[src/rtl/pipe_pkg.sv]
// Shared types and constants for the global-stall pipeline and its output drain.
package pipe_pkg;
  localparam int DATA_W      = 32;
  localparam int PIPE_STAGES = 3;

  typedef logic [DATA_W-1:0] pipe_beat_t;
endpackage

[src/rtl/pipeline_drain_sync_fifo.sv]
// sync_fifo: storage array with wrap-around pointers and an explicit occupancy count.
// The caller gates push/pop; this block trusts them and never refuses.
module sync_fifo #(
  parameter int W     = 32,
  parameter int DEPTH = 8,
  parameter int AW    = $clog2(DEPTH),
  parameter int CW    = $clog2(DEPTH) + 1
) (
  input  logic          clk,
  input  logic          reset,
  input  logic          push_i,
  input  logic          pop_i,
  input  logic [W-1:0]  wdata_i,
  output logic [W-1:0]  rdata_o,
  output logic [CW-1:0] count_o,
  output logic [CW-1:0] count_next_o,
  output logic          full_o,
  output logic          empty_o
);
  logic [W-1:0]  mem_q [DEPTH];
  logic [AW-1:0] wr_ptr_q;
  logic [AW-1:0] rd_ptr_q;
  logic [CW-1:0] count_q;
  logic [CW-1:0] count_d;

  always_comb begin
    count_d = count_q;
    case ({push_i, pop_i})
      2'b10:   count_d = count_q + 1'b1;
      2'b01:   count_d = count_q - 1'b1;
      default: count_d = count_q;
    endcase
  end

  always_ff @(posedge clk) begin
    if (reset) begin
      wr_ptr_q <= '0;
      rd_ptr_q <= '0;
      count_q  <= '0;
      for (int i = 0; i < DEPTH; i++) mem_q[i] <= '0;
    end else begin
      if (push_i) begin
        mem_q[wr_ptr_q] <= wdata_i;
        wr_ptr_q        <= wr_ptr_q + 1'b1;
      end
      if (pop_i) rd_ptr_q <= rd_ptr_q + 1'b1;
      count_q <= count_d;
    end
  end

  // Head is read straight from storage so it holds steady while not popped.
  assign rdata_o      = mem_q[rd_ptr_q];
  assign count_o      = count_q;
  assign count_next_o = count_d;
  assign full_o       = (count_q == CW'(DEPTH));
  assign empty_o      = (count_q == '0);
endmodule

[src/rtl/pipeline_drain.sv]
// Output drain for the global-stall pipeline: buffers beats, raises stall early.
// Optional saturating statistics counters enabled by PIPELINE_DRAIN_STATS_EN.
module pipeline_drain
  import pipe_pkg::*;
#(
  parameter int DATA_W       = pipe_pkg::DATA_W,
  parameter int DEPTH        = 8,
  parameter int STALL_MARGIN = 2
) (
  input  logic                     clk,
  input  logic                     reset,
  input  logic [DATA_W-1:0]        pipe_data,
  input  logic                     pipe_valid,
  input  logic                     flush,
  output logic                     stall,
  output logic [DATA_W-1:0]        dn_data,
  output logic                     dn_valid,
  input  logic                     dn_ready,
  output logic [$clog2(DEPTH):0]   count,
  output logic                     overflow,
  output logic                     flush_seen
`ifdef PIPELINE_DRAIN_STATS_EN
  ,
  output logic [15:0]              stat_beats,
  output logic [15:0]              stat_stall_cycles
`endif
);
  localparam int CW = $clog2(DEPTH) + 1;
  localparam logic [CW-1:0] STALL_TH = CW'(DEPTH - STALL_MARGIN);

  logic          full;
  logic          empty;
  logic          pop;
  logic          wr;
  logic [CW-1:0] count_next;
  logic          stall_q;
  logic          overflow_q;
  logic          flush_seen_q;

  // Handshake: a beat moves downstream only in a cycle with dn_valid and dn_ready both high.
  assign pop = dn_valid & dn_ready;
  assign wr  = pipe_valid & (~full | pop);

  sync_fifo #(.W(DATA_W), .DEPTH(DEPTH)) u_fifo (
    .clk          (clk),
    .reset        (reset),
    .push_i       (wr),
    .pop_i        (pop),
    .wdata_i      (pipe_data),
    .rdata_o      (dn_data),
    .count_o      (count),
    .count_next_o (count_next),
    .full_o       (full),
    .empty_o      (empty)
  );

  assign dn_valid = ~empty;

  always_ff @(posedge clk) begin
    if (reset) begin
      stall_q      <= 1'b0;
      overflow_q   <= 1'b0;
      flush_seen_q <= 1'b0;
    end else begin
      stall_q      <= (count_next >= STALL_TH);
      flush_seen_q <= flush;
      if (pipe_valid && full && !pop) overflow_q <= 1'b1;
    end
  end

  assign stall      = stall_q;
  assign overflow   = overflow_q;
  assign flush_seen = flush_seen_q;

`ifdef PIPELINE_DRAIN_STATS_EN
  logic [15:0] stat_beats_q;
  logic [15:0] stat_stall_q;

  always_ff @(posedge clk) begin
    if (reset) begin
      stat_beats_q <= '0;
      stat_stall_q <= '0;
    end else begin
      if (wr && stat_beats_q != 16'hFFFF)      stat_beats_q <= stat_beats_q + 1'b1;
      if (stall_q && stat_stall_q != 16'hFFFF) stat_stall_q <= stat_stall_q + 1'b1;
    end
  end

  assign stat_beats        = stat_beats_q;
  assign stat_stall_cycles = stat_stall_q;
`endif
endmodule

[config.mk]
export PLATFORM = sky130hd
export DESIGN_NAME = pipeline_drain
export DESIGN_NICKNAME = d
export VERILOG_FILES = /design/src/rtl/pipe_pkg.sv /design/src/rtl/pipeline_drain_sync_fifo.sv /design/src/rtl/pipeline_drain.sv
export SDC_FILE = /design/constraint.sdc
export NUM_CORES = 1
export LEC_CHECK = 0
export CORE_MARGIN = 3
export CORE_UTILIZATION = 53
export CTS_CLUSTER_SIZE = 12
export DETAILED_ROUTE_END_ITERATION = 6
export GPL_ROUTABILITY_DRIVEN = 0
export PLACE_DENSITY = 0.77
export RECOVER_POWER = 50
export SETUP_SLACK_MARGIN = 0.05
export SYNTH_ARGS = -nofsm -noshare
export SYNTH_HDL_FRONTEND = slang
export SYNTH_SLANG_ARGS = --single-unit
[constraint.sdc]
create_clock -name clk -period 2.55 [get_ports clk]
set_input_delay 0.6375 -clock clk [delete_from_list [all_inputs] [get_ports clk]]
set_output_delay 0.6375 -clock clk [all_outputs]
set_load 0.05 [all_outputs]
* Word-level counts from Yosys, hierarchy flattened *
Memories as Yosys holds them, arrays and structs flattened. A register that Yosys moved wholly into a read port is not among the register bits.
Cells that the tools add are included.

word-level totals
  register bits = 13
  bits in latches = 0
  RAM bits = 256
  ROM bits = 0
  input port bits = 37
  memories kept = 1

operators by class
  add/subtract/negate cells = 4
  multiply operators = 0
  div/mod/pow operators = 0
  $lt $le $gt $ge = 1
  equal/unequal tests = 3
  shift-type cells = 0
  multiplexer cells = 11
  bitwise operators = 5
  reduce and logical (&&, ||, !) cells = 5

memories
  name          words  bits a word  read ports  clocked after Yosys merged registers in  wr ports  line                            text
  u_fifo.mem_q  8      32           1           1                                        8         pipeline_drain_sync_fifo.sv:20  logic [W-1:0] mem_q [DEPTH];

operators by type and width
  kind                                                  count
  two-way mux 32 bit                                    1
  OR reduction 32 bit                                   1
  two-way mux 3 bit                                     3
  case mux 4 bit (2 select lines)                       1
  adder 3 x 1 -> 3 bit (second input constant)          2
  two-way mux 1 bit                                     6
  adder 4 x 1 -> 4 bit (second input constant)          1
  equality test 4 bit (second input constant)           1
  >= comparator 4 x 3 -> 1 bit (second input constant)  1
  zero test 4 bit                                       1
  subtractor 4 x 1 -> 4 bit (second input constant)     1
  AND 1 bit                                             2
  equality test 2 x 1 -> 1 bit (second input constant)  1
  equality test 2 bit (second input constant)           1
  logical AND 1 bit                                     2
  NOT 1 bit                                             2
  zero test 1 bit                                       1
  OR 1 bit                                              1

* Logic depth before layout (Yosys ltp) *
Gate-level depths: netlist of the first run.

  word-level depth = 10
  mapped depth = 11
  depth with buffers taken out = 10

* Hierarchy *
From an unflattened synthesis of the first run, not the netlist that was laid out.

second synthesis, totals
  cells, all modules = 747
  area, all modules = 12400.6 um^2

by module, submodules not included
  module          times used  cells each  area each (um^2)  sequential area each (um^2)
  sync_fifo       1           735         12286.8           7947.6
  pipeline_drain  1           12          113.9             60.1

* Worst setup path after synthesis of the first run *
Ideal clock, no wire load.

  kind = reg2reg
  start = register u_fifo.count_q[1] (netlist: u_fifo.count_o[1])
  end = register stall_q (netlist: stall)
  arrival = 3.015 ns
  data required time = 2.416 ns
  path slack = -0.599 ns
  stages on the path, launching flop included = 12
  buffers on the path = 1
  period minus slack after synthesis = 3.149 ns
  cell sequence = dfxtp_1 -> buf_2 -> or4_1 -> nand2_1 -> inv_1 -> ha_1 -> xor2_1 -> ha_1 -> a21oi_1 -> mux2i_1 -> xor2_1 -> o221ai_1

on the way
  longest elaborated chain between the ends = 8
  elaborated cells between the ends (all ways) = 13
  those cells by class = add/sub (2); order compare (1); eq/ne (3); mux (1); bitwise (5); reduce/logical (1)

ends and longest elaborated chain
  item                                                                        line                            text
  start: declaration                                                          pipeline_drain_sync_fifo.sv:23  logic [CW-1:0] count_q;
  start signal: assignment                                                    pipeline_drain_sync_fifo.sv:47  count_q <= count_d;
  zero test 4 bit *                                                           pipeline_drain_sync_fifo.sv:56  assign empty_o = (count_q == '0);
  NOT 1 bit *                                                                 pipeline_drain.sv:57            assign dn_valid = ~empty;
  named net dn_valid                                                          pipeline_drain.sv:17            output logic dn_valid,
  AND 1 bit *                                                                 pipeline_drain.sv:41            assign pop = dn_valid & dn_ready;
  named net pop                                                               pipeline_drain.sv:33            logic pop;
  OR 1 bit                                                                    pipeline_drain.sv:42            assign wr = pipe_valid & (~full | pop);
  AND 1 bit                                                                   pipeline_drain.sv:42
  equality test 2 x 1 -> 1 bit / equality test 2 bit (equally long branches)  pipeline_drain_sync_fifo.sv:28  case ({push_i, pop_i})
  case mux 4 bit (2 select lines) *                                           pipeline_drain_sync_fifo.sv:28
  >= comparator 4 x 3 -> 1 bit *                                              pipeline_drain.sv:65            stall_q <= (count_next >= STALL_TH);
  end signal: assignment                                                      pipeline_drain.sv:65
  end: declaration                                                            pipeline_drain.sv:36            logic stall_q;

The timed path passes the listed nets; every way through them passes the cells marked *.
A chain may end at the register's enable or synchronous reset.

==> results.py, run 1 <==
metrics = {
    "grt": {
        "grt_antenna_before_repair": 0,
        "grt_pass1_vias": 7584,
        "grt_pass1_wl_mm": 42.9,
        "grt_overflow": 0,
        "grt_max_degree": 41,
        "grt_usage_pct": 23.3,
    },
    "synth": {
        "ys.flop_type": "edfxtp_1",
        "ys_ff_latch": 272,
        "netlist_instances": 821,
        "synth_cell_types": 40,
        "ys_warn_count": 0,
        "synth-simple-area-share_pct": 12.1,
        "synthAdderAreaFrac_pct": 0.526,
        "synth_top_area_share_pct": 64.7,
        "synthMuxAreaShare_pct": 15.3,
        "synth.area.top_cells": "edfxtp_1, mux4_2, nor2_1",
        "yosysSeqAreaShare_pct": 67.4,
        "synth_compound_area_share_pct": 1.24,
        "syn_avg_cell_area_um2": 14.5,
        "yosys.area.top_type": "edfxtp_1",
        "synth_fp_nets": 863,
        "synth_top_family_by_area": "multiplexers",
        "synth_xor_xnor_area_share_pct": 0.516,
        "synth_area_um2": 11900,
        "async_reset_ff_share_pct": 0,
        "synth_edf_count": 256,
    },
    "run_status": {
        "failed_checks": "negative setup slack",
        "status": "complete, but fails checks",
    },
    "sta": {
        "worstMarginPinSlew_ns": 1.13,
        "clock_skew_ns": 0.0107,
        "finalHoldViolations": 0,
        "slew_headroom_pct": 24.3,
        "hold_ws_ns": 0.480,
        "finalSetupViolCount": 91,
        "fmax_mhz": 350,
        "slew_viol_final": 0,
        "setup_ws_ns": -0.306,
        "final.min_clock_period_ns": 2.86,
        "fin_crit_sh_pct": 112,
        "rsz0062_at_grt": "true",
    },
    "route": {
        "num_vias": 7238,
        "vias_per_cell": 5.88,
        "wl_met1_mm": 11.0,
        "drt_iter0_drc": 717,
        "drt_wl_total_mm": 28.4,
        "postRouteAntennaNets": 0,
        "wl_met3_mm": 2.16,
        "dr_wl_met2_mm": 14.6,
        "routed.top_layer": "met4",
        "drc": 0,
        "routedWlPerCell_um": 23.0,
        "firstDrtPassIters": 5,
    },
    "floorplan": {
        "rows": 54,
        "fp.dieW_um": 156,
        "die_h_um": 156,
        "start_util_pct": 54.1,
        "coreArea_um2": 22000,
        "pin_count": 77,
        "dieArea_um2": 24300,
    },
    "power_and_ir_drop": {
        "p_leak_nw": 5.16,
        "peakVddDrop_v": 0.000685,
        "power_density_nw_per_um2": 944,
    },
    "place": {
        "post-place-cells": 1172,
        "portBuffers": 76,
        "pre_cts_slack_ns": -0.185,
        "dp_hpwl_mm": 15.9,
    },
    "cells_and_area": {
        "area_growth_pct": 22.5,
        "antennaDiodeCount": 0,
        "layout-drive-gt1-share_pct": 25.9,
        "fillerInstances": 1481,
        "fin_cells": 1232,
        "nets": 977,
    },
    "setup_path": {
        "crit_type": "reg2out",
        "cp_data_required_time_ns": 1.91,
        "crit_path_cell_trace": "buf_12 > buf_16 > mux4_2 > mux2_4 > buf_6",
        "worst-r2r-cell-count": 10,
        "crit_fanout": 9,
        "crit_path_start_kind": "flip-flop",
        "crit_path_max_incr_delay_ns": 0.52,
        "crit_slowest_cell": "mux4_2",
        "crit_path_end_kind": "primary output",
        "arrival_ns": 2.22,
        "r2r_slack_ns": 0.11,
    },
    "worst_hold_path": {
        "hp-class": "reg2reg",
        "hold_depth": 2,
    },
    "clock_tree": {
        "clock_path_buffers": 3,
        "cts.sinks": 272,
        "clk_pin_slew_ns": 0.06,
        "cts_tree": "done",
        "root_buffer": "clkbuf_16",
        "clk-insertion-delay-late_ns": 0.54,
        "cts_buffers": 29,
        "htree_levels": 1,
    },
    "run": {
        "cap_violations": 0,
    },
}
==> power breakdown <==
part           internal [mW]  switching (mW)  total (mW)
combinational           2.19            2.40        4.59
sequential              5.22           0.161        5.38
clock                   2.16            1.62        3.77
total                   9.56            4.17        13.7
==> synthesized netlist by cell type (2+ instances only) <==
library cell / n
mux2_2: 32
nor2b_1: 3
nand3_1: 2
inv_1: 4
nand2b_1: 2
ha_1: 5
edfxtp_1: 256
and4_1: 2
buf_1: 2
mux2i_1: 2
nor3b_1: 3
a21oi_1: 4
a41o_1: 3
dfxtp_1: 16
nor2_1: 266
buf_6: 7
and2_1: 3
nand2_1: 70
xnor2_1: 2
nand2_4: 2
buf_2: 14
mux4_2: 64
a31o_2: 4
xor2_1: 5
buf_4: 13
clkbuf_1: 19
o21ai_0: 3
==> area by class of cell <==
class	count	area, µm²	share of cell area [%]
multi-input combinational	489	3660	25.1
tap	280	350	2.41
sequential	272	8020	55.1
clock buffer	40	797	5.47
inverter	5	21.3	0.146
clock inverter	8	43.8	0.301
timing repair buffer	138	1670	11.5
==> final timing paths <==
kind,start,to
max,flip-flop,dn_data[27]
min,overflow$_SDFFE_PP0P_,overflow$_SDFFE_PP0P_
min reg2reg,overflow$_SDFFE_PP0P_,overflow$_SDFFE_PP0P_
max reg2reg,u_fifo.count_o[1]$_SDFF_PP0_,stall$_SDFF_PP0_
==> per-layer routing <==
metal | vias up | global-route usage (%)
li1 | 3214 | -
met1 | 3661 | 30.8
met2 | 317 | 40.6
met3 | 46 | 3.30
met4 | 0 | 7.11
met5 | - | 0
==> through the flow <==
stage          total power [mW]  cell area [µm²]  TNS, ns  util, %
2_1_floorplan              8.14            11900  -0.0114        -
3_3_place_gp               9.25            13300   -0.442     60.7
3_5_place_dp               9.29            13300    -4.99     60.7
4_1_cts                    13.7            14600    -9.16     66.3
5_1_grt                    14.2            14600   -15.99     66.3
6_report                   13.7            14600   -10.54     66.3
==> kinds of logic after synthesis <==
family | Yosys count
flip-flops | 272
AO/OA/AOI/OAI | 19
multiplexers | 98
buffers and inverters | 60
XOR/XNOR | 7
AND/OR/NAND/NOR | 360
adder cells (fa/ha/maj) | 5
==> state kept, by name (all words and copies together) (netlist names), named ones only <==
| signal | cells |
|---|---|
| stall | 1 |
| u_fifo.wr_ptr_q | 3 |
| u_fifo.rd_ptr_q | 3 |
| overflow | 1 |
| u_fifo.count_o | 4 |
| flush_seen | 1 |
| u_fifo.mem_q | 256 |
==> critical path: cells and delay by family, from the launching register on <==
| kind | cells | cell delay (ns) |
|---|---|---|
| muxes | 2 | 0.81 |
| buffers and inverters | 3 | 0.45 |
| DFF | 1 | 0.41 |
==> what timing repair did <==
action / in CTS / in global routing
gates cloned: 5 / 2
endpoints found under the hold margin: 0 / 0
hold buffers: 0 / 0
setup buffers: 5 / 0
resized for setup: 57 / 21
setup endpoints to repair: 33 / 33
==> cells in the final DEF (no fill, tap or decap), drive strengths merged, types with 3 or more instances in the layout <==
master and n:
nor3b 3, nor2b 3, o21ai 3, nand2 72, clkbuf 55, clkdlybuf4s50 41, nor2 266, mux4 64
xor2 5, buf 80, dfxtp 16, edfxtp 256, nand3 3, a41o 3, a31o 4, and2 3
ha 5, mux2 32, inv 5, clkinv 8, a21oi 4
Power figures use the tool's default switching activity.
==> inputs of run 2 (changes only) <==
--- a/config.mk
+++ b/config.mk
@@ -6,11 +6,11 @@
 export NUM_CORES = 1
 export LEC_CHECK = 0
 export CORE_MARGIN = 3
-export CORE_UTILIZATION = 53
+export CORE_UTILIZATION = 59
 export CTS_CLUSTER_SIZE = 12
 export DETAILED_ROUTE_END_ITERATION = 6
 export GPL_ROUTABILITY_DRIVEN = 0
-export PLACE_DENSITY = 0.77
+export PLACE_DENSITY = 0.82
 export RECOVER_POWER = 50
 export SETUP_SLACK_MARGIN = 0.05
 export SYNTH_ARGS = -nofsm -noshare
==> constraint.sdc (replaced) <==
create_clock -name clk -period 3.25 [get_ports clk]
set_input_delay 0.8125 -clock clk [delete_from_list [all_inputs] [get_ports clk]]
set_output_delay 0.8125 -clock clk [all_outputs]
set_load 0.05 [all_outputs]
==> results.py, run 2 (same netlist as run 1, synthesis figures left out) <==
metrics = {
    "floorplan": {
        "dieArea_um2": 21900,
        "rows": 51,
        "start_util_pct": 60.5,
        "fp.dieW_um": 148,
        "pin_count": 77,
        "die_h_um": 148,
        "coreArea_um2": 19700,
    },
    "clock_tree": {
        "cts_tree": "done",
        "cts_hold_buf": 0,
        "cts_buffers": 27,
        "htree_levels": 1,
        "root_buffer": "clkbuf_16",
        "cts.sinks": 272,
        "clock_path_buffers": 3,
        "clk_pin_slew_ns": 0.06,
        "clk-insertion-delay-late_ns": 0.52,
    },
    "setup_path": {
        "crit_family": "multiplexers",
        "crit_fanout": 23,
        "crit_path_max_incr_delay_ns": 0.52,
        "crit_slowest_cell": "mux4_2",
        "cp_data_required_time_ns": 2.44,
        "crit_path_end_kind": "primary output",
        "worst-r2r-cell-count": 5,
        "cp.depth": 4,
        "r2r_slack_ns": 0.46,
        "crit_path_start_kind": "flip-flop",
        "path_buf_inv": 2,
        "crit_type": "reg2out",
        "crit_path_cell_trace": "buf_12 > mux4_2 > mux2_2 > buf_4",
        "arrival_ns": 2.28,
    },
    "sta": {
        "slew_viol_final": 19,
        "fin_crit_sh_pct": 95.2,
        "tns_ns": 0,
        "worstMarginPinSlew_ns": 1.64,
        "finalHoldViolations": 0,
        "slew_headroom_pct": -9.52,
        "clock_skew_ns": 0.0165,
        "finalSetupViolCount": 0,
        "final.min_clock_period_ns": 3.09,
        "fmax_mhz": 323,
        "rsz0062_at_grt": "false",
    },
    "cells_and_area": {
        "largest_reg_flops": 256,
        "most-common-layout-cells": "nor2_1, edfxtp_1, nand2_1",
        "area_growth_pct": 15.5,
        "antennaDiodeCount": 0,
        "largest_register": "u_fifo.mem_q",
        "final_common_cell": "nor2_1",
        "layout-drive-gt1-share_pct": 22.2,
        "fillerInstances": 1297,
        "nets": 945,
        "fin_cells": 1180,
    },
    "power_and_ir_drop": {
        "swShare_pct": 30.2,
        "internal_power_mw": 6.87,
        "power_switching_mw": 2.97,
        "p_leak_nw": 4.80,
        "peakVddDrop_v": 0.000847,
        "power_frac_comb_pct": 29.0,
        "pwr-share-clk_pct": 28.0,
        "p_seq_share_pct": 43.1,
        "power_density_nw_per_um2": 717,
    },
    "grt": {
        "grt_max_degree": 62,
        "grt_pass1_wl_mm": 40.2,
        "grt_overflow": 0,
        "grt_pass1_vias": 7346,
        "grt_antenna_before_repair": 0,
        "grt_usage_pct": 24.0,
    },
    "run": {
        "cap_violations": 1,
    },
    "route": {
        "firstDrtPassIters": 5,
        "drt_iter0_drc": 673,
        "routedWlPerCell_um": 21.7,
        "num_vias": 7082,
        "postRouteAntennaNets": 0,
        "drc": 0,
        "drt_wl_total_mm": 25.6,
        "vias_per_cell": 6.00,
    },
    "place": {
        "post-place-cells": 1136,
        "dp_hpwl_mm": 14.8,
        "portBuffers": 76,
    },
    "worst_hold_path": {
        "hp-class": "reg2reg",
        "hold_depth": 2,
    },
    "run_status": {
        "failed_checks": "max-capacitance violations, max-slew violations",
        "status": "complete, but fails checks",
    },
}
## run 2: final timing paths
kind                                                           to                       startpoint
worst min register to register                          flip-flop  u_fifo.rd_ptr_q[1]$_SDFFE_PP0P_
worst max register to register  u_fifo.mem_q[5][20]$_SDFFCE_PN0P_  u_fifo.wr_ptr_q[2]$_SDFFE_PP0P_
worst max-delay path                                   dn_data[6]                        flip-flop
worst min-delay path                                    flip-flop  u_fifo.rd_ptr_q[1]$_SDFFE_PP0P_
## run 2: cell type report
type	instances	area [µm²]	share of cell area (%)
Clock buffer	40	754	5.49
Clock inverter	1	5.00	0.0364
Inverter	5	18.8	0.137
Multi-Input combinational cell	489	3540	25.8
Sequential cell	272	8010	58.4
Tap cell	265	332	2.41
Timing Repair Buffer	108	1070	7.77
## run 2: metal layers
layer	routed length (µm)	part of all wire (%)	global-route usage, %	vias to the layer above
met5	0	0	0	-
met4	735	2.9	8.55	0
met3	1750	6.8	3.28	63
met2	13400	52	40.8	333
met1	9710	38	32.3	3541
li1	-	-	-	3145
## run 2: metrics by stage
stage	total power, mW	setup slack [ns]	utilization [%]	hold slack [ns]	area (µm²)
floorplan	6.33	0.101	-	0.454	11900
global placement	7.09	0.128	66.3	0.469	13000
detailed placement	7.12	0.0710	66.3	0.472	13000
CTS	9.95	0.0753	70.4	0.480	13800
global route	10.2	0.0786	69.9	0.523	13700
finish	9.84	0.155	69.9	0.474	13700
## run 2: power groups by stage
stage	Clock (mW)	Combinational, mW	Sequential (mW)
2_1_floorplan	0	2.03	4.30
3_3_place_gp	0	2.80	4.30
3_5_place_dp	0	2.81	4.31
4_1_cts	2.79	2.93	4.23
5_1_grt	2.92	3.03	4.26
6_report	2.75	2.85	4.24
## run 2: worst register-to-register path: stages (launching register included)
cell,delay (ns)
dfxtp_1,0.45
inv_1,0.15
nor2_1,1.25
buf_4,0.46
nand2_1,0.17
nor2_1,0.16
## run 2: repair_timing
action / 4_1_cts / 5_1_grt
gates cloned: 1 / 0
gates resized for setup: 1 / 1
setup buffers: 2 / 0
endpoints found under the setup margin: 20 / 2
